**config.mk**
```make
export PLATFORM = sky130hd
export DESIGN_NAME = kronos_instr_prefetch
export DESIGN_NICKNAME = d
export VERILOG_FILES = /design/src/rtl/kronos_instr_prefetch.sv
export SDC_FILE = /design/constraint.sdc
export NUM_CORES = 1
export LEC_CHECK = 0
export ABC_AREA = 1
export CORE_AREA = 2 2 145 147
export CTS_BUF_LIST = sky130_fd_sc_hd__clkbuf_2 sky130_fd_sc_hd__clkbuf_4 sky130_fd_sc_hd__clkbuf_8
export CTS_CLUSTER_DIAMETER = 120
export CTS_CLUSTER_SIZE = 20
export DETAILED_ROUTE_END_ITERATION = 16
export DIE_AREA = 0 0 147 149
export GPL_TIMING_DRIVEN = 0
export PLACE_DENSITY = 0.88
export SETUP_SLACK_MARGIN = 0.5
export SLEW_MARGIN = 20
export SYNTH_ARGS = -nofsm -noshare
export SYNTH_HDL_FRONTEND = slang
export SYNTH_SLANG_ARGS = --single-unit
export TNS_END_PERCENT = 5
```
**constraint.sdc**
```tcl
create_clock -name clk -period 4.9 [get_ports clk]
set_clock_uncertainty 0.1 [all_clocks]
set_input_delay 0.98 -clock clk [delete_from_list [all_inputs] [get_ports clk]]
set_output_delay 0.98 -clock clk [all_outputs]
set_load 0.02 [all_outputs]
```
**src/rtl/kronos_instr_prefetch.sv**
```systemverilog
// Sequential instruction prefetch buffer between instruction memory and the kronos_core fetch port.
// Fills a small FIFO with sequential words; a non-sequential fetch flushes it and refetches.
module kronos_instr_prefetch #(
    parameter int unsigned DEPTH     = 2,
    parameter logic [31:0] BOOT_ADDR = 32'h0
) (
    input  logic        clk,
    input  logic        rstz,
    input  logic [31:0] instr_addr,
    input  logic        instr_req,
    output logic [31:0] instr_data,
    output logic        instr_ack,
    output logic [31:0] mem_addr,
    output logic        mem_req,
    input  logic [31:0] mem_rdata,
    input  logic        mem_ack,
    output logic        redirect
);
    localparam int unsigned   PW       = (DEPTH > 1) ? $clog2(DEPTH) : 1;
    localparam int unsigned   CW       = $clog2(DEPTH + 1);
    localparam logic [CW-1:0] FULL     = CW'(DEPTH);
    localparam logic [PW-1:0] PTR_LAST = PW'(DEPTH - 1);

    typedef enum logic [1:0] {
        IDLE,
        FETCH,
        DROP
    } state_t;

    state_t        state;
    logic [31:0]   fifo [DEPTH];
    logic [PW-1:0] rd_ptr;
    logic [PW-1:0] wr_ptr;
    logic [CW-1:0] count;
    logic [CW-1:0] count_next;
    logic [31:0]   head_addr;
    logic [31:0]   fetch_addr;
    logic          hit;
    logic          miss;
    logic          push;

    function automatic logic [PW-1:0] ptr_inc(input logic [PW-1:0] p);
        return (p == PTR_LAST) ? '0 : p + 1'b1;
    endfunction

    always_comb begin
        hit        = instr_req && (count != '0) && (instr_addr == head_addr);
        miss       = instr_req && (instr_addr != head_addr);
        push       = (state == FETCH) && mem_ack && !miss;
        count_next = count + CW'(push) - CW'(hit);
    end

    assign instr_ack  = hit;
    assign instr_data = (count != '0) ? fifo[rd_ptr] : '0;
    assign mem_req    = (state == FETCH) || (state == DROP);
    assign redirect   = miss && rstz;

    always_ff @(posedge clk) begin
        if (!rstz) begin
            state      <= IDLE;
            count      <= '0;
            rd_ptr     <= '0;
            wr_ptr     <= '0;
            head_addr  <= BOOT_ADDR;
            fetch_addr <= BOOT_ADDR;
            mem_addr   <= BOOT_ADDR;
        end else if (miss) begin
            count      <= '0;
            rd_ptr     <= '0;
            wr_ptr     <= '0;
            head_addr  <= instr_addr;
            fetch_addr <= instr_addr;
            // A stale request still in flight keeps its address on the bus until acked;
            // otherwise the new target is issued on the very next cycle.
            if ((state != IDLE) && !mem_ack) begin
                state <= DROP;
            end else begin
                state    <= FETCH;
                mem_addr <= instr_addr;
            end
        end else begin
            count <= count_next;
            if (hit) begin
                rd_ptr    <= ptr_inc(rd_ptr);
                head_addr <= head_addr + 32'd4;
            end
            if (push) begin
                fifo[wr_ptr] <= mem_rdata;
                wr_ptr       <= ptr_inc(wr_ptr);
            end
            unique case (state)
                IDLE: begin
                    if (count_next < FULL) state <= FETCH;
                end
                FETCH: begin
                    if (mem_ack) begin
                        fetch_addr <= fetch_addr + 32'd4;
                        mem_addr   <= fetch_addr + 32'd4;
                        if (count_next == FULL) state <= IDLE;
                    end
                end
                DROP: begin
                    if (mem_ack) begin
                        mem_addr <= fetch_addr;
                        state    <= FETCH;
                    end
                end
                default: state <= IDLE;
            endcase
        end
    end
endmodule

```
### After elaboration in Yosys (flattened, before gate mapping)

Memory sizes are Yosys's and may differ from the RTL's. A register that Yosys moved wholly into a read port is not among the register bits.
Index checks and enable logic that the tools add are counted.

* register bits: 102
* memory bits (writable): 64
* bits of input ports: 68
* logic and storage cells: 72
* memories: 1

* $add $sub $neg: 6
* order comparisons: 1
* equality and inequality tests: 10
* multiplexer cells: 25
* bitwise operators: 1
* reduce and logical (&&, ||, !) cells: 21

Memory list
* fifo: depth 2, width 32, read ports 1, clocked after memory_dff 1, wr ports 1, line 31 `logic [31:0] fifo [DEPTH];`

Operators by type and width (number)
* $mux W32: 9
* $add A32 B3 Y32 const B: 2
* $pmux W32 S2: 1
* $eq A32 B32 Y1: 1
* $ne A32 B32 Y1: 1
* $mux W2: 6
* $reduce_bool A2 Y1: 5
* $ne A3 B3 Y1 const B: 3
* $mux W1: 8
* $reduce_and A4 Y1: 2
* $logic_and A1 B1 Y1: 7
* $pmux W2 S3: 1
* $eq A2 B2 Y1 const B: 2
* $ne A3 B2 Y1 const B: 1
* $reduce_bool A3 Y1: 1
* $add A1 B1 Y1 const B: 2
* $add A2 B1 Y2: 1
* $eq A2 B1 Y1 const B: 1
* $logic_not A1 Y1: 2
* $logic_not A2 Y1: 1
* $lt A2 B2 Y1 const B: 1
* $ne A2 B2 Y1 const B: 1
* $reduce_and A2 Y1: 1
* $reduce_or A2 Y1: 1
* other kinds (3): 3

### Logic depth before layout (Yosys ltp)

Gate-level depths: netlist of run 1.

* depth in word-level cells: 11
* mapped depth: 25
* depth with buffers taken out: 23

### Least setup slack after synthesis of run 1

OpenSTA, ideal clock, no wires.

* kind: input-to-reg
* start: in instr_addr[4]
* end: mem fifo[0][0], enable pin
* setup time: 0.461 ns
* arrival: 4.157 ns
* data required time: 4.339 ns
* path slack: 0.182 ns
* stages: 11
* path buffers: 2
* cell sequence: xnor2_1 -> nand2_1 -> nor2_1 -> nand2_1 -> nor2_1 -> nand2_2 -> nand2_2 -> buf_6 -> buf_6 -> nand3_1 -> nor3_1

* longest elaborated chain between the ends: 8

Ends and longest elaborated chain
* start, declared: line 9 `input logic [31:0] instr_addr,`
* $ne A32 B32 Y1 (*): line 48 `miss = instr_req && (instr_addr != head_addr);`
* $logic_and A1 B1 Y1 (*): line 48
* $logic_not A1 Y1: line 49 `push = (state == FETCH) && mem_ack && !miss;`
* $logic_and A1 B1 Y1: line 49
* $mux W1: line 87 `if (push) begin`
* $mux W1 (*): line 67 `end else if (miss) begin`
* $mux W1 (*): line 59 `if (!rstz) begin`
* $mux W1 (implied by the code) (*): line 88 `fifo[wr_ptr] <= mem_rdata;`
* end, declared: line 31

Mark *: on every way between the ends. The rest lies on a longest branch, timed or not.

### Worst setup path in the final report of run 1

* start: in instr_addr[19]
* end: out instr_ack

* longest elaborated chain between the ends: 2

Ends and longest elaborated chain
* $eq A32 B32 Y1: line 47 `hit = instr_req && (count != '0) && (instr_addr == head_addr);`
* $logic_and A1 B1 Y1: line 47
* end, declared: line 12 `output logic instr_ack,`

Every way passes these cells.

==> results of run 1 <==
-- layer usage --
metal,vias to the layer above,part of all wire
met2,481,0.46
met3,63,0.076
li1,5154,-
met4,0,0.044
met5,-,0
met1,4681,0.42
-- path summary, 6_finish.rpt --
path	from	end	cells after the start
worst max-delay path	instr_addr[19]	instr_ack	11
worst min-delay path	fetch_addr[1]$_SDFFE_PN0P_	fetch_addr[1]$_SDFFE_PN0P_	2
worst max register to register	head_addr[16]$_SDFFE_PN0P_	state[0]$_SDFFE_PN0P_	23
worst min register to register	fetch_addr[1]$_SDFFE_PN0P_	fetch_addr[1]$_SDFFE_PN0P_	2
-- repair_timing --
action,in CTS,in global routing
setup endpoints to repair,2,2
hold buffers,0,0
resized for setup,2,1
-- Yosys cell counts --
| master | number |
|---|---|
| sky130_fd_sc_hd__nand2_1 | 596 |
| sky130_fd_sc_hd__buf_4 | 16 |
| sky130_fd_sc_hd__dfxtp_1 | 103 |
| sky130_fd_sc_hd__and2_1 | 3 |
| sky130_fd_sc_hd__buf_6 | 4 |
| sky130_fd_sc_hd__buf_2 | 16 |
| sky130_fd_sc_hd__nor3_4 | 1 |
| sky130_fd_sc_hd__a31oi_1 | 1 |
| sky130_fd_sc_hd__nand4_1 | 18 |
| sky130_fd_sc_hd__edfxtp_1 | 64 |
| sky130_fd_sc_hd__a21oi_1 | 38 |
| sky130_fd_sc_hd__nor2b_1 | 1 |
| sky130_fd_sc_hd__o21bai_1 | 31 |
| sky130_fd_sc_hd__xor2_1 | 37 |
| sky130_fd_sc_hd__clkbuf_1 | 31 |
| sky130_fd_sc_hd__nand3_1 | 97 |
| sky130_fd_sc_hd__nand2_4 | 1 |
| sky130_fd_sc_hd__ha_1 | 7 |
| sky130_fd_sc_hd__nor3b_1 | 1 |
| sky130_fd_sc_hd__clkbuf_2 | 1 |
| sky130_fd_sc_hd__nand3_2 | 1 |
| sky130_fd_sc_hd__o21ai_0 | 16 |
| sky130_fd_sc_hd__buf_1 | 4 |
| sky130_fd_sc_hd__nor2_2 | 3 |
| sky130_fd_sc_hd__nor3_1 | 5 |
| sky130_fd_sc_hd__nand2_2 | 4 |
| sky130_fd_sc_hd__xnor2_1 | 22 |
| sky130_fd_sc_hd__inv_1 | 132 |
| sky130_fd_sc_hd__nand3b_1 | 15 |
| sky130_fd_sc_hd__o21ai_1 | 3 |
| sky130_fd_sc_hd__clkinv_1 | 3 |
| sky130_fd_sc_hd__o31ai_1 | 1 |
| sky130_fd_sc_hd__nor2_1 | 277 |
| sky130_fd_sc_hd__o22ai_1 | 2 |
| sky130_fd_sc_hd__inv_2 | 8 |
-- metrics by stage --
stage | area [um^2] | worst slack [ps]
after global routing | 12300 | 421
after floorplan | 10200 | 1060
after global placement | 11800 | -399
after detailed placement | 11900 | 273
final | 12300 | 640
after CTS | 12300 | 456
-- flip-flops by register name, indices dropped and copies added (netlist names), named ones only --
name and count:
count 2, fetch_addr 32, fifo 64, head_addr 32, mem_addr 32, rd_ptr 1, state 2, wr_ptr 1
-- report_power, final --
group	leakage, uW	internal (uW)	switching, uW
Combinational	0.00392	274	389
Sequential	0.00143	1510	66.4
Clock	0.000177	371	573
Total	0.00553	2160	1030
-- kinds of logic (layout without fill, tap and decap cells) --
group | after synthesis | after routing | synth area share
simple gates | 1023 | 1023 | 0.405
compound gates | 92 | 92 | 0.0535
fa+ha+maj | 7 | 7 | 0.00861
flops | 167 | 167 | 0.391
buf+inv | 215 | 381 | 0.0902
xor+xnor | 59 | 59 | 0.0508
-- layout make-up --
cell class | count | area (um^2) | area share
multi-input cells | 1181 | 5300 | 0.430
flip-flops and latches | 167 | 3980 | 0.324
repair buffers | 135 | 1390 | 0.113
inverters | 143 | 537 | 0.0436
plain buffers | 72 | 382 | 0.0310
well taps | 275 | 344 | 0.0279
clock buffers | 17 | 234 | 0.0190
clock inverters | 14 | 140 | 0.0114
-- worst min-delay path, cell delays in order (launching register included) --
cell and delay, ps:
sky130_fd_sc_hd__dfxtp_1 310, sky130_fd_sc_hd__nand2_1 80, sky130_fd_sc_hd__a21oi_1 60
==> impl_table.tex, run 1 <==
\begin{tabular}{lr}
\hline
Metric & Value \\
\hline
\multicolumn{2}{l}{\textbf{Status}} \\
Run status & finished clean \\
\multicolumn{2}{l}{\textbf{Route}} \\
Antenna viol nets, final & 0 \\
Number of vias after detailed routing & between 10000 and 15000 \\
Residual DRC count & 0 \\
Drt pass-1 iters & 5 \\
Average routed wire per standard cell & 15.2 um \\
Detailed-route wire length & between 30000 and 40000 um \\
Vias/cell & just over 5 \\
Number of design-rule violations left by the first detailed-router iteration & 927 \\
\multicolumn{2}{l}{\textbf{Layout}} \\
Top library cells by usage in the layout, fill and taps aside & 596 x sky130\_fd\_sc\_hd\_\_nand2\_1, 276 x sky130\_fd\_sc\_hd\_\_nor2\_1, 132 x sky130\_fd\_sc\_hd\_\_inv\_1, 130 x sky130\_fd\_sc\_hd\_\_clkdlybuf4s50\_1, 103 x sky130\_fd\_sc\_hd\_\_dfxtp\_1 \\
Number of standard cells in the layout, taps in and fillers out & between 2000 and 2500 \\
Net count, final & between 1500 and 2000 \\
Fraction of layout instances using a drive strength above 1 & 0.0526 \\
Fill cells & 1897 \\
Most common library cell in the layout ignoring fill and taps & sky130\_fd\_sc\_hd\_\_nand2\_1 \\
Antenna diode count & 0 \\
Synthesis-to-layout area growth & 21.0\% \\
Final core occ & 0.599 \\
\multicolumn{2}{l}{\textbf{Floorplanning}} \\
Core Rows & 53 \\
Number of top-level design ports & around 140 \\
Area of the die & $\sim$0.022 mm\^{}2 \\
Core Area & 0.0206 mm\^{}2 \\
Horizontal die dimension & 147 um \\
Starting Density & 0.495 \\
Y dimension of the die & 149 um \\
\multicolumn{2}{l}{\textbf{Pwr}} \\
Pwr dens & 259 mW/mm\^{}2 \\
Maximum VDD drop & 0.192 mV \\
Total power & between 3000 and 4000 uW \\
Static Leak & 0.00553 uW \\
\multicolumn{2}{l}{\textbf{Worst setup path}} \\
Worst Path Required & around 3800 ps \\
Arrival @ worst endpoint & around 3200 ps \\
Critical path's most frequent cell & sky130\_fd\_sc\_hd\_\_nand2\_1 \\
Critical path cell sequence & clkdlybuf4s50\_1 -> nand2\_1 -> nand2\_1 -> nand2\_1 -> nor2\_1 -> nand2\_1 -> nor2\_1 -> nand2\_2 -> nor2\_4 -> buf\_4 -> dlygate4sd2\_1 \\
Max stage delay cell, worst path & sky130\_fd\_sc\_hd\_\_clkdlybuf4s50\_1 \\
Worst stage delay on the critical path & roughly 530 ps \\
Critical path buffers and inverters & 3 \\
Cell family with most CP delay & buffers and inverters \\
Critical-path maximum fanout & 11 \\
Class of the most critical setup path & in -> out \\
Worst reg-to-reg setup slack & 1340 ps \\
Crit path capture type & output pin \\
Type of origin of the critical path & input port \\
\multicolumn{2}{l}{\textbf{Place}} \\
Count of input and output buffers & roughly 130 \\
HPWL after detailed placement & 23400 um \\
Placer Congestion & a little under 1 \\
Number of cells after detailed placement & about 2000 \\
\multicolumn{2}{l}{\textbf{STA}} \\
Sum of negative setup slack & 0 ps \\
Max Transition Viols Final & 0 \\
Post-route minimum period & approximately 4300 ps \\
Fin. Hold Viols & 0 \\
FMAX & 235 MHz \\
Transition time of the tightest slew-check pin & between 700 and 800 ps \\
\# setup viols final & 0 \\
Crit share post-route & 0.869 \\
RSZ-0062 raised after global routing & true \\
Remaining max-slew budget at the tightest pin & 0.476 \\
Tightest hold margin & 394 ps \\
\multicolumn{2}{l}{\textbf{Global routing}} \\
Layer carrying the most global-route usage & met2 \\
Met2 routing resource usage after global routing & 0.478 \\
Met1 Usage GRT & 0.356 \\
GR Layer Usage met3 & 0.0398 \\
Pin count of the biggest net entering global routing & 18 \\
Number of antenna violations at the first check in global routing & 0 \\
Number of global-route vias before repair & roughly 9500 \\
Remaining global-route overflow & 0 \\
Total global routing track utilization & 0.280 \\
Global-route wire length before repair & 48500 um \\
\multicolumn{2}{l}{\textbf{Clock tree}} \\
Clock edge transition at the registers on the reported setup and hold paths & 100 ps \\
CTS tree & yes \\
Number of buffers inserted to repair setup after CTS & 0 \\
Worst-case clock buffer depth & 2 \\
Number of buffers created by CTS & 17 \\
Sinks on the clock net & around 170 \\
Root buffer cell & sky130\_fd\_sc\_hd\_\_clkbuf\_8 \\
Count of H-tree levels built during CTS & 4 \\
Clk\_lat worst skew & about 470 ps \\
\multicolumn{2}{l}{\textbf{Hold path}} \\
Hold WC Path Type & reg -> reg \\
\multicolumn{2}{l}{\textbf{Logic synthesis}} \\
Area of the mapped netlist & between 0.01 and 0.015 mm\^{}2 \\
Most area-consuming cells after synthesis & sky130\_fd\_sc\_hd\_\_nand2\_1 22\%, sky130\_fd\_sc\_hd\_\_dfxtp\_1 20\%, sky130\_fd\_sc\_hd\_\_edfxtp\_1 19\%, sky130\_fd\_sc\_hd\_\_nor2\_1 10\%, sky130\_fd\_sc\_hd\_\_inv\_1 4.9\% \\
Yosys top cell by area & sky130\_fd\_sc\_hd\_\_nand2\_1 \\
FF+latch count, synth & about 170 \\
Post-synth net total & roughly 1600 \\
Count of different cell masters after synthesis & 35 \\
Total of warnings raised by yosys & 0 \\
Avg Synthesized Cell Area & 6.51 um\^{}2 \\
Cell count after synthesis & 1563 \\
Top cell type's share of synthesized area & 0.220 \\
Sequential-to-total area share from yosys stat & 0.391 \\
\multicolumn{2}{l}{\textbf{Job}} \\
MaxCap Viol Count & 0 \\
\hline
\end{tabular}
(Power assumes the default switching activity.)
==> run 2: changes to the inputs <==
--- a/config.mk
+++ b/config.mk
@@ -14,7 +14,6 @@
 export DIE_AREA = 0 0 147 149
 export GPL_TIMING_DRIVEN = 0
 export PLACE_DENSITY = 0.88
-export SETUP_SLACK_MARGIN = 0.5
 export SLEW_MARGIN = 20
 export SYNTH_ARGS = -nofsm -noshare
 export SYNTH_HDL_FRONTEND = slang
==> run 2 against run 1 <==
  * Hold slack worse by 17 ps
  * Core utilization increased by 0.13 points
  * Setup slack lost 400 ps
  * Fmax decreased by 8.6%
  * Largest power group unchanged
==> impl_table.tex, run 2 (synthesized netlist as in run 1, its figures left out) <==
\begin{tabular}{lr}
\hline
Metric & Value \\
\hline
\multicolumn{2}{l}{\textbf{Floorplanning}} \\
Area of the die & roughly 0.022 mm\^{}2 \\
Core Area & about 0.02 mm\^{}2 \\
Y dimension of the die & $\sim$150 um \\
Horizontal die dimension & about 150 um \\
Number of top-level design ports & 135 \\
Starting Density & 0.495 \\
Core Rows & 53 \\
\multicolumn{2}{l}{\textbf{Global routing}} \\
Total global routing track utilization & 0.282 \\
Number of antenna violations at the first check in global routing & 0 \\
Pin count of the biggest net entering global routing & 26 \\
Number of global-route vias before repair & just over 9000 \\
Remaining global-route overflow & 0 \\
Global-route wire length before repair & just under 50000 um \\
\multicolumn{2}{l}{\textbf{Job}} \\
MaxCap Viol Count & 0 \\
\multicolumn{2}{l}{\textbf{Route}} \\
Drt pass-1 iters & 7 \\
Vias/cell & about 5.2 \\
Detailed-route wire length & around 31000 um \\
Residual DRC count & 0 \\
Number of vias after detailed routing & $\sim$10000 \\
Average routed wire per standard cell & 15.5 um \\
Antenna viol nets, final & 0 \\
Number of design-rule violations left by the first detailed-router iteration & 937 \\
\multicolumn{2}{l}{\textbf{Clock tree}} \\
Sinks on the clock net & approximately 170 \\
Number of buffers created by CTS & 17 \\
Number of buffers inserted to repair setup after CTS & 0 \\
CTS tree & yes \\
Clock edge transition at the registers on the reported setup and hold paths & $\sim$90 ps \\
Clk\_lat worst skew & between 400 and 500 ps \\
Worst-case clock buffer depth & 2 \\
Root buffer cell & sky130\_fd\_sc\_hd\_\_clkbuf\_8 \\
Count of H-tree levels built during CTS & 4 \\
Number of resized instances in the post-cts repair step & 0 \\
Hold-fix buffer count after cts & 0 \\
\multicolumn{2}{l}{\textbf{STA}} \\
Max Transition Viols Final & 0 \\
FMAX & about 210 MHz \\
Crit share post-route & 0.952 \\
\# setup viols final & 0 \\
Remaining max-slew budget at the tightest pin & 0.435 \\
Post-route minimum period & approximately 4700 ps \\
Fin. Hold Viols & 0 \\
Transition time of the tightest slew-check pin & 844 ps \\
Sum of negative setup slack & 0 ps \\
Tightest hold margin & around 380 ps \\
RSZ-0062 raised after global routing & false \\
\multicolumn{2}{l}{\textbf{Status}} \\
Run status & finished clean \\
\multicolumn{2}{l}{\textbf{Place}} \\
Area after detailed placement & 0.0119 mm\^{}2 \\
Number of cells after detailed placement & slightly below 2000 \\
Count of input and output buffers & 132 \\
HPWL after detailed placement & between 20000 and 25000 um \\
Placer Congestion & about 0.98 \\
\multicolumn{2}{l}{\textbf{Layout}} \\
Fill cells & between 1500 and 2000 \\
Register bank with the most flops & fifo \\
Net count, final & between 1500 and 2000 \\
Total non-filler cell area in the finished layout & 0.0123 mm\^{}2 \\
Flip-flop count of the largest register, all copies and words added & 64 \\
Top library cells by usage in the layout, fill and taps aside & 596 x sky130\_fd\_sc\_hd\_\_nand2\_1, 276 x sky130\_fd\_sc\_hd\_\_nor2\_1, 132 x sky130\_fd\_sc\_hd\_\_inv\_1, 132 x sky130\_fd\_sc\_hd\_\_clkdlybuf4s50\_1, 103 x sky130\_fd\_sc\_hd\_\_dfxtp\_1 \\
Antenna diode count & 0 \\
Number of standard cells in the layout, taps in and fillers out & about 2000 \\
Fraction of layout instances using a drive strength above 1 & 0.0537 \\
Synthesis-to-layout area growth & 21.2\% \\
Most common library cell in the layout ignoring fill and taps & sky130\_fd\_sc\_hd\_\_nand2\_1 \\
\multicolumn{2}{l}{\textbf{Worst setup path}} \\
Crit path capture type & output pin \\
Worst Path Required & roughly 3800 ps \\
Critical-path maximum fanout & 11 \\
Arrival @ worst endpoint & around 3600 ps \\
Type of origin of the critical path & input port \\
Class of the most critical setup path & in -> out \\
\multicolumn{2}{l}{\textbf{Hold path}} \\
Hold WC Path Type & reg -> reg \\
\multicolumn{2}{l}{\textbf{Pwr}} \\
Pwr dens & about 270 mW/mm\^{}2 \\
Static Leak & 0.00554 uW \\
Maximum VDD drop & between 0.2 and 0.25 mV \\
Total power & between 3000 and 4000 uW \\
\hline
\end{tabular}
-- run 2: per-stage QoR --
stage	setup WS, ps	utilization
after floorplan	182	-
after global placement	-1620	0.576
after detailed placement	298	0.579
after CTS	295	0.600
after global routing	147	0.600
final	237	0.600
-- run 2: worst paths after layout --
kind	start	to	slack, ps	cells past startpoint
setup reg to reg	head_addr[16]$_SDFFE_PN0P_	state[0]$_SDFFE_PN0P_	1390	21
setup / recovery	instr_addr[27]	instr_ack	240	10
hold / removal	fetch_addr[0]$_SDFFE_PN0P_	fetch_addr[0]$_SDFFE_PN0P_	380	2
hold reg to reg	fetch_addr[0]$_SDFFE_PN0P_	fetch_addr[0]$_SDFFE_PN0P_	380	2
-- run 2: worst max-delay path, cell delays in order --
cell,delay [ps]
sky130_fd_sc_hd__clkdlybuf4s50_1,580
sky130_fd_sc_hd__xnor2_1,160
sky130_fd_sc_hd__nand2_1,80
sky130_fd_sc_hd__nor2_1,100
sky130_fd_sc_hd__nand2_1,60
sky130_fd_sc_hd__nor2_1,210
sky130_fd_sc_hd__nand2_2,120
sky130_fd_sc_hd__nor2_2,350
sky130_fd_sc_hd__buf_4,300
sky130_fd_sc_hd__clkdlybuf4s50_1,630
-- run 2: power by group --
| part | switching, uW | internal [uW] | total [uW] |
|---|---|---|---|
| clock | 613 | 440 | 1050 |
| sequential | 66.2 | 1510 | 1580 |
| combinational | 389 | 274 | 663 |
| total | 1070 | 2230 | 3300 |
-- run 2: routing by layer --
metal,up-vias,global-route usage,part of all wire
met1,4719,0.374,0.41
met3,62,0.0355,0.084
li1,5162,-,-
met5,-,0,0
met4,0,0.118,0.042
met2,469,0.471,0.46
-- run 2: area by class of cell --
cell class	instances	area [um^2]	area share
plain buffers	72	382	0.0309
clock buffers	17	234	0.0190
clock inverters	15	195	0.0158
inverters	143	537	0.0435
multi-input cells	1181	5290	0.429
flip-flops and latches	167	3980	0.323
well taps	275	344	0.0279
repair buffers	136	1380	0.111
